===== config.mk =====
export PLATFORM = sky130hd
export DESIGN_NAME = multicycle_control_unit_flat
export DESIGN_NICKNAME = d
export VERILOG_FILES = /design/src/rtl/multicycle_control_unit_pkg.sv /design/src/rtl/multicycle_control_unit_if.sv /design/src/rtl/multicycle_control_unit_mem_wait_timer.sv /design/src/rtl/multicycle_control_unit.sv /design/src/flat_wrapper.sv
export SDC_FILE = /design/constraint.sdc
export NUM_CORES = 1
export LEC_CHECK = 0
export ABC_AREA = 1
export BUFFER_PORTS_ARGS = -buffer_cell sky130_fd_sc_hd__buf_4
export CAP_MARGIN = 10
export CORE_MARGIN = 3
export CORE_UTILIZATION = 46
export DETAILED_ROUTE_END_ITERATION = 8
export GPL_TIMING_DRIVEN = 0
export PLACE_DENSITY_LB_ADDON = 0.2
export SETUP_SLACK_MARGIN = 0.1
export SYNTH_ARGS = -nofsm -noshare
export SYNTH_HDL_FRONTEND = slang
export SYNTH_SLANG_ARGS = --single-unit

===== constraint.sdc =====
create_clock -name clk -period 1.4 [get_ports clk]
set_input_delay 0.28 -clock clk [delete_from_list [all_inputs] [get_ports clk]]
set_output_delay 0.28 -clock clk [all_outputs]
set_load 0.005 [all_outputs]

===== src/rtl/multicycle_control_unit_pkg.sv =====
`default_nettype none
// ============================================================================
//  Module      : ctrl_pkg
//  Description : Shared types and encodings for the multi-cycle RV32I control
//                unit: FSM states, opcodes, datapath select codes, trap causes.
//  Revision    : 1.0  initial release
// ============================================================================
package ctrl_pkg;

    typedef enum logic [3:0] {
        FETCH  = 4'd0,
        DECODE = 4'd1,
        MEMADR = 4'd2,
        MEMRD  = 4'd3,
        MEMWR  = 4'd4,
        MEMWB  = 4'd5,
        EXEC_R = 4'd6,
        EXEC_I = 4'd7,
        ALUWB  = 4'd8,
        BRANCH = 4'd9,
        JAL    = 4'd10,
        TRAP   = 4'd11
    } state_t;

    localparam logic [6:0] OPC_LOAD   = 7'b0000011;
    localparam logic [6:0] OPC_STORE  = 7'b0100011;
    localparam logic [6:0] OPC_RTYPE  = 7'b0110011;
    localparam logic [6:0] OPC_ITYPE  = 7'b0010011;
    localparam logic [6:0] OPC_BRANCH = 7'b1100011;
    localparam logic [6:0] OPC_JAL    = 7'b1101111;

    localparam logic [1:0] RES_ALUOUT  = 2'b00;
    localparam logic [1:0] RES_MEMDATA = 2'b01;
    localparam logic [1:0] RES_ALURES  = 2'b10;

    localparam logic [1:0] SRCA_PC    = 2'b00;
    localparam logic [1:0] SRCA_OLDPC = 2'b01;
    localparam logic [1:0] SRCA_RS1   = 2'b10;

    localparam logic [1:0] SRCB_RS2  = 2'b00;
    localparam logic [1:0] SRCB_IMM  = 2'b01;
    localparam logic [1:0] SRCB_FOUR = 2'b10;

    localparam logic [1:0] ALUOP_ADD   = 2'b00;
    localparam logic [1:0] ALUOP_SUB   = 2'b01;
    localparam logic [1:0] ALUOP_RTYPE = 2'b10;
    localparam logic [1:0] ALUOP_ITYPE = 2'b11;

    localparam logic [1:0] CAUSE_NONE    = 2'b00;
    localparam logic [1:0] CAUSE_ILLEGAL = 2'b01;
    localparam logic [1:0] CAUSE_TIMEOUT = 2'b10;

    // States that hold a memory request open and may stall on mem_ready
    function automatic logic is_mem_state(input state_t s);
        return (s == FETCH) || (s == MEMRD) || (s == MEMWR);
    endfunction

endpackage
`default_nettype wire


===== src/rtl/multicycle_control_unit_if.sv =====
`default_nettype none
// ============================================================================
//  Module      : multicycle_control_unit_if
//  Description : Control/status bundle between the controller (master) and
//                the datapath + memory side (slave).
//  Revision    : 1.0  initial release
// ============================================================================
interface multicycle_control_unit_if #(
    parameter int OPCODE_W = 7
);
    logic [OPCODE_W-1:0] opcode;
    logic                zero;
    logic                mem_ready;
    logic                mem_req;
    logic                mem_we;
    logic                adr_src;
    logic                ir_write;
    logic                pc_write;
    logic                reg_write;
    logic [1:0]          result_src;
    logic [1:0]          alu_src_a;
    logic [1:0]          alu_src_b;
    logic [1:0]          alu_op;
    logic                trap;
    logic [1:0]          trap_cause;

    modport master (
        input  opcode, zero, mem_ready,
        output mem_req, mem_we, adr_src, ir_write, pc_write, reg_write,
               result_src, alu_src_a, alu_src_b, alu_op, trap, trap_cause
    );

    modport slave (
        output opcode, zero, mem_ready,
        input  mem_req, mem_we, adr_src, ir_write, pc_write, reg_write,
               result_src, alu_src_a, alu_src_b, alu_op, trap, trap_cause
    );
endinterface
`default_nettype wire


===== src/rtl/multicycle_control_unit_mem_wait_timer.sv =====
`default_nettype none
// ============================================================================
//  Module      : mem_wait_timer
//  Description : Saturating count of consecutive not-ready memory cycles;
//                flags a timeout when the limit is reached and still stalled.
//  Revision    : 1.0  initial release
// ============================================================================
module mem_wait_timer #(
    parameter int TIMEOUT_CYCLES = 15
) (
    input  wire logic clk,
    input  wire logic rst,
    input  wire logic clear,
    input  wire logic count_en,
    output logic      timeout
);
    localparam int                c_CNT_W = (TIMEOUT_CYCLES > 0) ? $clog2(TIMEOUT_CYCLES + 1) : 1;
    localparam logic [c_CNT_W-1:0] c_LIMIT = c_CNT_W'(TIMEOUT_CYCLES);

    logic [c_CNT_W-1:0] r_count;

    // Count stalled cycles; a state change restarts the count, the limit holds it
    always_ff @(posedge clk) begin
        if (rst) begin
            r_count <= '0;
        end else if (clear) begin
            r_count <= '0;
        end else if (count_en && (r_count != c_LIMIT)) begin
            r_count <= r_count + 1'b1;
        end
    end

    // count_en already excludes mem_ready, so a ready beat always beats the timeout
    assign timeout = (TIMEOUT_CYCLES > 0) && count_en && (r_count == c_LIMIT);

endmodule
`default_nettype wire


===== src/rtl/multicycle_control_unit.sv =====
`default_nettype none
// ============================================================================
//  Module      : multicycle_control_unit
//  Description : Moore FSM main controller for a multi-cycle RV32I core.
//                Sequences fetch/decode/execute/memory/writeback, stalls on
//                mem_ready with a bounded wait, traps on illegal opcodes.
//  Revision    : 1.0  initial release
// ============================================================================
module multicycle_control_unit
    import ctrl_pkg::*;
#(
    parameter int OPCODE_W       = 7,
    parameter int ENABLE_ITYPE   = 1,
    parameter int ENABLE_JAL     = 1,
    parameter int TIMEOUT_CYCLES = 15
) (
    input  wire logic                  clk,
    input  wire logic                  rst,
    multicycle_control_unit_if.master  bus
);
    state_t              r_state;
    state_t              w_next;
    logic                r_trap;
    logic [1:0]          r_cause;
    logic [1:0]          w_cause_next;
    logic                w_timeout;
    logic [OPCODE_W-1:0] w_opc_full;
    logic [6:0]          w_opc;

    logic       w_mem_req, w_mem_we, w_adr_src, w_ir_write, w_pc_write, w_reg_write;
    logic [1:0] w_result_src, w_alu_src_a, w_alu_src_b, w_alu_op;

    assign w_opc_full = bus.opcode;
    assign w_opc      = w_opc_full[6:0];

    mem_wait_timer #(
        .TIMEOUT_CYCLES (TIMEOUT_CYCLES)
    ) u_wait_timer (
        .clk      (clk),
        .rst      (rst),
        .clear    (r_state != w_next),
        .count_en (is_mem_state(r_state) && !bus.mem_ready),
        .timeout  (w_timeout)
    );

    // State register; trap flag and cause are captured once, on entry to TRAP
    always_ff @(posedge clk) begin
        if (rst) begin
            r_state <= FETCH;
            r_trap  <= 1'b0;
            r_cause <= CAUSE_NONE;
        end else begin
            r_state <= w_next;
            if ((w_next == TRAP) && (r_state != TRAP)) begin
                r_trap  <= 1'b1;
                r_cause <= w_cause_next;
            end
        end
    end

    // Next-state selection from current state, opcode and memory handshake
    always_comb begin
        w_next       = r_state;
        w_cause_next = CAUSE_NONE;
        case (r_state)
            FETCH, MEMRD, MEMWR: begin
                if (bus.mem_ready) begin
                    w_next = (r_state == FETCH) ? DECODE :
                             (r_state == MEMRD) ? MEMWB  : FETCH;
                end else if (w_timeout) begin
                    w_next       = TRAP;
                    w_cause_next = CAUSE_TIMEOUT;
                end
            end
            DECODE: begin
                w_next       = TRAP;
                w_cause_next = CAUSE_ILLEGAL;
                case (w_opc)
                    OPC_LOAD, OPC_STORE: w_next = MEMADR;
                    OPC_RTYPE:           w_next = EXEC_R;
                    OPC_BRANCH:          w_next = BRANCH;
                    OPC_ITYPE:           if (ENABLE_ITYPE != 0) w_next = EXEC_I;
                    OPC_JAL:             if (ENABLE_JAL != 0)   w_next = JAL;
                    default:             w_next = TRAP;
                endcase
                if (w_next != TRAP) w_cause_next = CAUSE_NONE;
            end
            MEMADR:                 w_next = (w_opc == OPC_LOAD) ? MEMRD : MEMWR;
            MEMWB, ALUWB, BRANCH:   w_next = FETCH;
            EXEC_R, EXEC_I, JAL:    w_next = ALUWB;
            TRAP:                   w_next = TRAP;
            default:                w_next = FETCH;
        endcase
    end

    // Datapath controls decoded from state; a timeout cycle issues no strobes
    always_comb begin
        w_mem_req    = 1'b0;
        w_mem_we     = 1'b0;
        w_adr_src    = 1'b0;
        w_ir_write   = 1'b0;
        w_pc_write   = 1'b0;
        w_reg_write  = 1'b0;
        w_result_src = RES_ALUOUT;
        w_alu_src_a  = SRCA_PC;
        w_alu_src_b  = SRCB_RS2;
        w_alu_op     = ALUOP_ADD;
        case (r_state)
            FETCH: begin
                w_mem_req   = !w_timeout;
                w_ir_write  = bus.mem_ready;
                w_pc_write  = bus.mem_ready;
                w_alu_src_b = SRCB_FOUR;
            end
            DECODE: begin
                w_alu_src_a = SRCA_OLDPC;
                w_alu_src_b = SRCB_IMM;
            end
            MEMADR: begin
                w_alu_src_a = SRCA_RS1;
                w_alu_src_b = SRCB_IMM;
            end
            MEMRD: begin
                w_mem_req = !w_timeout;
                w_adr_src = 1'b1;
            end
            MEMWR: begin
                w_mem_req = !w_timeout;
                w_mem_we  = !w_timeout;
                w_adr_src = 1'b1;
            end
            MEMWB: begin
                w_reg_write  = 1'b1;
                w_result_src = RES_MEMDATA;
            end
            EXEC_R: begin
                w_alu_src_a = SRCA_RS1;
                w_alu_op    = ALUOP_RTYPE;
            end
            EXEC_I: begin
                w_alu_src_a = SRCA_RS1;
                w_alu_src_b = SRCB_IMM;
                w_alu_op    = ALUOP_ITYPE;
            end
            ALUWB:  w_reg_write = 1'b1;
            BRANCH: begin
                w_alu_src_a = SRCA_RS1;
                w_alu_op    = ALUOP_SUB;
                w_pc_write  = bus.zero;
            end
            JAL: begin
                w_alu_src_a = SRCA_OLDPC;
                w_alu_src_b = SRCB_FOUR;
                w_pc_write  = 1'b1;
            end
            default: ;
        endcase
    end

    // Reset forces every output low in the same cycle, abandoning any access
    assign bus.mem_req    = !rst && w_mem_req;
    assign bus.mem_we     = !rst && w_mem_we;
    assign bus.adr_src    = !rst && w_adr_src;
    assign bus.ir_write   = !rst && w_ir_write;
    assign bus.pc_write   = !rst && w_pc_write;
    assign bus.reg_write  = !rst && w_reg_write;
    assign bus.result_src = rst ? 2'b00 : w_result_src;
    assign bus.alu_src_a  = rst ? 2'b00 : w_alu_src_a;
    assign bus.alu_src_b  = rst ? 2'b00 : w_alu_src_b;
    assign bus.alu_op     = rst ? 2'b00 : w_alu_op;
    assign bus.trap       = !rst && r_trap;
    assign bus.trap_cause = rst ? 2'b00 : r_cause;

endmodule
`default_nettype wire


===== src/flat_wrapper.sv =====
// flat-port wrapper written by rule: the top's interface ports become plain ports
module multicycle_control_unit_flat import ctrl_pkg::*;
#(
    parameter int OPCODE_W       = 7,
    parameter int ENABLE_ITYPE   = 1,
    parameter int ENABLE_JAL     = 1,
    parameter int TIMEOUT_CYCLES = 15
)
  (clk, rst, bus_opcode, bus_zero, bus_mem_ready, bus_mem_req, bus_mem_we, bus_adr_src, bus_ir_write, bus_pc_write, bus_reg_write, bus_result_src, bus_alu_src_a, bus_alu_src_b, bus_alu_op, bus_trap, bus_trap_cause);
  multicycle_control_unit_if #(.OPCODE_W(OPCODE_W)) bus_i ();
  input  wire logic clk;
  input  wire logic rst;
  input wire logic [$bits(bus_i.opcode)-1:0] bus_opcode;
  input wire logic [$bits(bus_i.zero)-1:0] bus_zero;
  input wire logic [$bits(bus_i.mem_ready)-1:0] bus_mem_ready;
  output wire logic [$bits(bus_i.mem_req)-1:0] bus_mem_req;
  output wire logic [$bits(bus_i.mem_we)-1:0] bus_mem_we;
  output wire logic [$bits(bus_i.adr_src)-1:0] bus_adr_src;
  output wire logic [$bits(bus_i.ir_write)-1:0] bus_ir_write;
  output wire logic [$bits(bus_i.pc_write)-1:0] bus_pc_write;
  output wire logic [$bits(bus_i.reg_write)-1:0] bus_reg_write;
  output wire logic [$bits(bus_i.result_src)-1:0] bus_result_src;
  output wire logic [$bits(bus_i.alu_src_a)-1:0] bus_alu_src_a;
  output wire logic [$bits(bus_i.alu_src_b)-1:0] bus_alu_src_b;
  output wire logic [$bits(bus_i.alu_op)-1:0] bus_alu_op;
  output wire logic [$bits(bus_i.trap)-1:0] bus_trap;
  output wire logic [$bits(bus_i.trap_cause)-1:0] bus_trap_cause;
  assign bus_i.opcode = bus_opcode;
  assign bus_i.zero = bus_zero;
  assign bus_i.mem_ready = bus_mem_ready;
  assign bus_mem_req = bus_i.mem_req;
  assign bus_mem_we = bus_i.mem_we;
  assign bus_adr_src = bus_i.adr_src;
  assign bus_ir_write = bus_i.ir_write;
  assign bus_pc_write = bus_i.pc_write;
  assign bus_reg_write = bus_i.reg_write;
  assign bus_result_src = bus_i.result_src;
  assign bus_alu_src_a = bus_i.alu_src_a;
  assign bus_alu_src_b = bus_i.alu_src_b;
  assign bus_alu_op = bus_i.alu_op;
  assign bus_trap = bus_i.trap;
  assign bus_trap_cause = bus_i.trap_cause;
  multicycle_control_unit #(.OPCODE_W(OPCODE_W), .ENABLE_ITYPE(ENABLE_ITYPE), .ENABLE_JAL(ENABLE_JAL), .TIMEOUT_CYCLES(TIMEOUT_CYCLES)) u_core (.clk(clk), .rst(rst), .bus(bus_i));
endmodule

==> results.sh <==
export IMPL_status="finished, violations left"
export IMPL_failed_checks="negative setup slack"
export IMPL_hold_path_depth=2
export IMPL_cts_tree="yes"
export IMPL_htree_levels=1
export IMPL_drc=0
export IMPL_setup_viol=21
export IMPL_synth_fp_nets=180
export IMPL_p_leak_nw=0.762
export IMPL_yosys_area_top_type="dfxtp_1"
export IMPL_antenna_found_initial=0
export IMPL_start_util_pct=49.7
export IMPL_end_kind="output port"
export IMPL_hpwl_um=2030
export IMPL_synthCells=168
export IMPL_ant_nets=0
export IMPL_cts_sinks=11
export IMPL_postLayoutCoreUtil_pct=78.9
export IMPL_place_gp_congestion=0.871
export IMPL_power_density_nw_per_um2=1870
export IMPL_hold_slack_ns=0.287
export IMPL_die_area_um2=2760
export IMPL_path_common_cell="buf_4"
export IMPL_path_max_fanout=5
export IMPL_fillCellCount=137
export IMPL_final_setup_tns_ns=-5.91
export IMPL_synth_warnings=0
export IMPL_wirelength_um=3690
export IMPL_fin_crit_ns=1.80
export IMPL_dp_cells=220
export IMPL_diodes=0
export IMPL_firstDrtPassIters=4
export IMPL_cp_cell_sequence="nor2_4, nand2_4, nand3_4, buf_4, inv_1, nor2_1, buf_4"
export IMPL_numPortBuffers=25
export IMPL_setup_slack_ns=-0.395
export IMPL_ios=28
export IMPL_grt_pass1_vias=1156
export IMPL_fin_crit_sh_pct=128
export IMPL_grtUsageTotal_pct=24.5
export IMPL_fp_dieW_um=52.5
export IMPL_cts_root_buffer="clkbuf_4"
export IMPL_yosysTopAreaCellShare_pct=22.1
export IMPL_path_class="reg -> out"
export IMPL_layout_drive_gt1_share_pct=52.3
export IMPL_seq_area_frac_synth_pct=22.1
export IMPL_detail_route_wl_per_cell_um=15.3
export IMPL_ys_seq_elements=11
export IMPL_vias=1348
export IMPL_grt_max_degree=11
export IMPL_peakVddDrop_uv=1270
export IMPL_syn_area_um2=996
export IMPL_synthDistinctLibCells=31
export IMPL_overflow=0
export IMPL_grt_pass1_wl_um=5020
export IMPL_rows=16
export IMPL_drv_cap=0
export IMPL_start_kind="flop"
export IMPL_finalNonFillerCells=241
export IMPL_clk_pin_slew_ns=0.08
export IMPL_seqCellArea_um2=240
export IMPL_syn_area_per_cell_um2=5.93
export IMPL_reg2regPathDepth=11
export IMPL_clock_skew_ns=0.00915
export IMPL_clockBufferDepth=2
export IMPL_hold_path_class="in -> reg"
export IMPL_rsz0062_at_grt="yes"
export IMPL_slew_violations=0
export IMPL_fmax_ghz=0.557
export IMPL_via_per_inst=5.59
export IMPL_layout_nets=227
export IMPL_hold_viol=0
export IMPL_syn2layout_area_growth_pct=58.5
export IMPL_die_h_um=52.5
export IMPL_insertion_delay_ns=0.29
export IMPL_synth_area_leaders="dfxtp_1, nand2_1, inv_1"
export IMPL_slowest_stage="dfxtp_4"
export IMPL_critPathArrivalTime_ns=1.52
export IMPL_cts_buffers_inserted=3
export IMPL_multi_input_comb_area_um2=801
export IMPL_drt_iter0_markers=47
export IMPL_core_area_um2=2000
export IMPL_slowest_delay_ns=0.39
export IMPL_crit_required_ns=1.12
-- cell families (layout without fill, tap and decap cells) --
kind of cell	Yosys count	in the layout	synth area share, %
xor+xnor	2	2	1.76
compound gates	23	23	13.4
flops	11	11	22.1
buf+inv	31	77	12.1
fa+ha+maj	1	1	1.26
simple gates	99	99	49.0
other cells	1	1	0.377
-- through the flow --
step | cell area (um^2) | setup WS (ns) | power (mW)
floorplan | 1040 | 0.0793 | 1.50
global placement | 1260 | -0.122 | 1.84
detailed placement | 1260 | -0.155 | 1.88
CTS | 1420 | -0.273 | 2.46
global route | 1580 | -0.461 | 3.12
finish | 1580 | -0.395 | 2.95
-- layout make-up --
cell class | count | share of cell area [%]
clock buffers | 4 | 1.66
repair buffers | 42 | 21.9
plain buffers | 3 | 1.11
multi-input cells | 126 | 50.7
flip-flops and latches | 11 | 15.2
inverters | 28 | 7.21
well taps | 27 | 2.14
-- repair_timing --
action / in CTS / in global routing
pin swaps: 12 / 17
resized for setup: 28 / 23
hold buffers: 0 / 0
setup endpoints to repair: 23 / 24
buffers inserted: 8 / 9
-- registers in the layout, indices dropped and copies added, names as in the netlist --
name / flops
u_core.u_wait_timer.r_count: 4
u_core.r_trap: 1
u_core.r_cause: 2
u_core.r_state: 4
-- path summary, 6_finish.rpt --
path	slack, ns	end	from
setup reg to reg	-0.35	u_core.u_wait_timer.r_count[0]$_SDFFE_PP0P_	u_core.r_state[3]$_SDFF_PP0_
setup / recovery	-0.40	bus_mem_req	u_core.r_state[3]$_SDFF_PP0_
hold reg to reg	0.47	u_core.r_cause[1]$_SDFFE_PP0P_	u_core.r_cause[1]$_SDFFE_PP0P_
hold / removal	0.29	u_core.r_trap$_SDFFE_PP0P_	rst
-- metal layers --
metal  vias up  wire [um]  global-route usage [%]
li1        625          -                       -
met1       619       1420                    28.8
met2        73       1840                    44.2
met5         -          0                       0
met4         0        182                    6.81
met3        31        249                    4.84
-- layout by cell type, fill, tap and decap left out, drive strengths merged, types with 3 or more instances in the layout --
cell type	Yosys	layout
a21oi	12	12
buf	2	44
clkbuf	1	5
dfxtp	11	11
inv	27	27
nand2	49	49
nand3	16	16
nor2	29	29
nor3	3	3
o21ai	3	3
-- cell usage after synthesis (all sizes together) --
cell type	count
a21boi	1
a21oi	12
a31o	1
a31oi	2
buf	2
clkbuf	1
clkinv	1
conb	1
dfxtp	11
ha	1
inv	27
nand2	49
nand3	16
nand4	2
nor2	29
nor3	3
o2111ai	1
o211ai	1
o21ai	3
o22ai	1
o31ai	1
xnor2	1
xor2	1
-- power breakdown --
| part | internal [mW] | switching (mW) | leakage, nW |
|---|---|---|---|
| combinational | 0.954 | 1.20 | 0.653 |
| clock | 0.111 | 0.132 | 0.0150 |
| sequential | 0.410 | 0.142 | 0.0934 |
-- worst max-delay path: cells and delay by family, from the launching register on --
kind,cells,cell delay [ns]
and+or+nand+nor,4,0.55
DFF,1,0.39
buffers and inverters,3,0.29
Power figures use the tool's default switching activity.
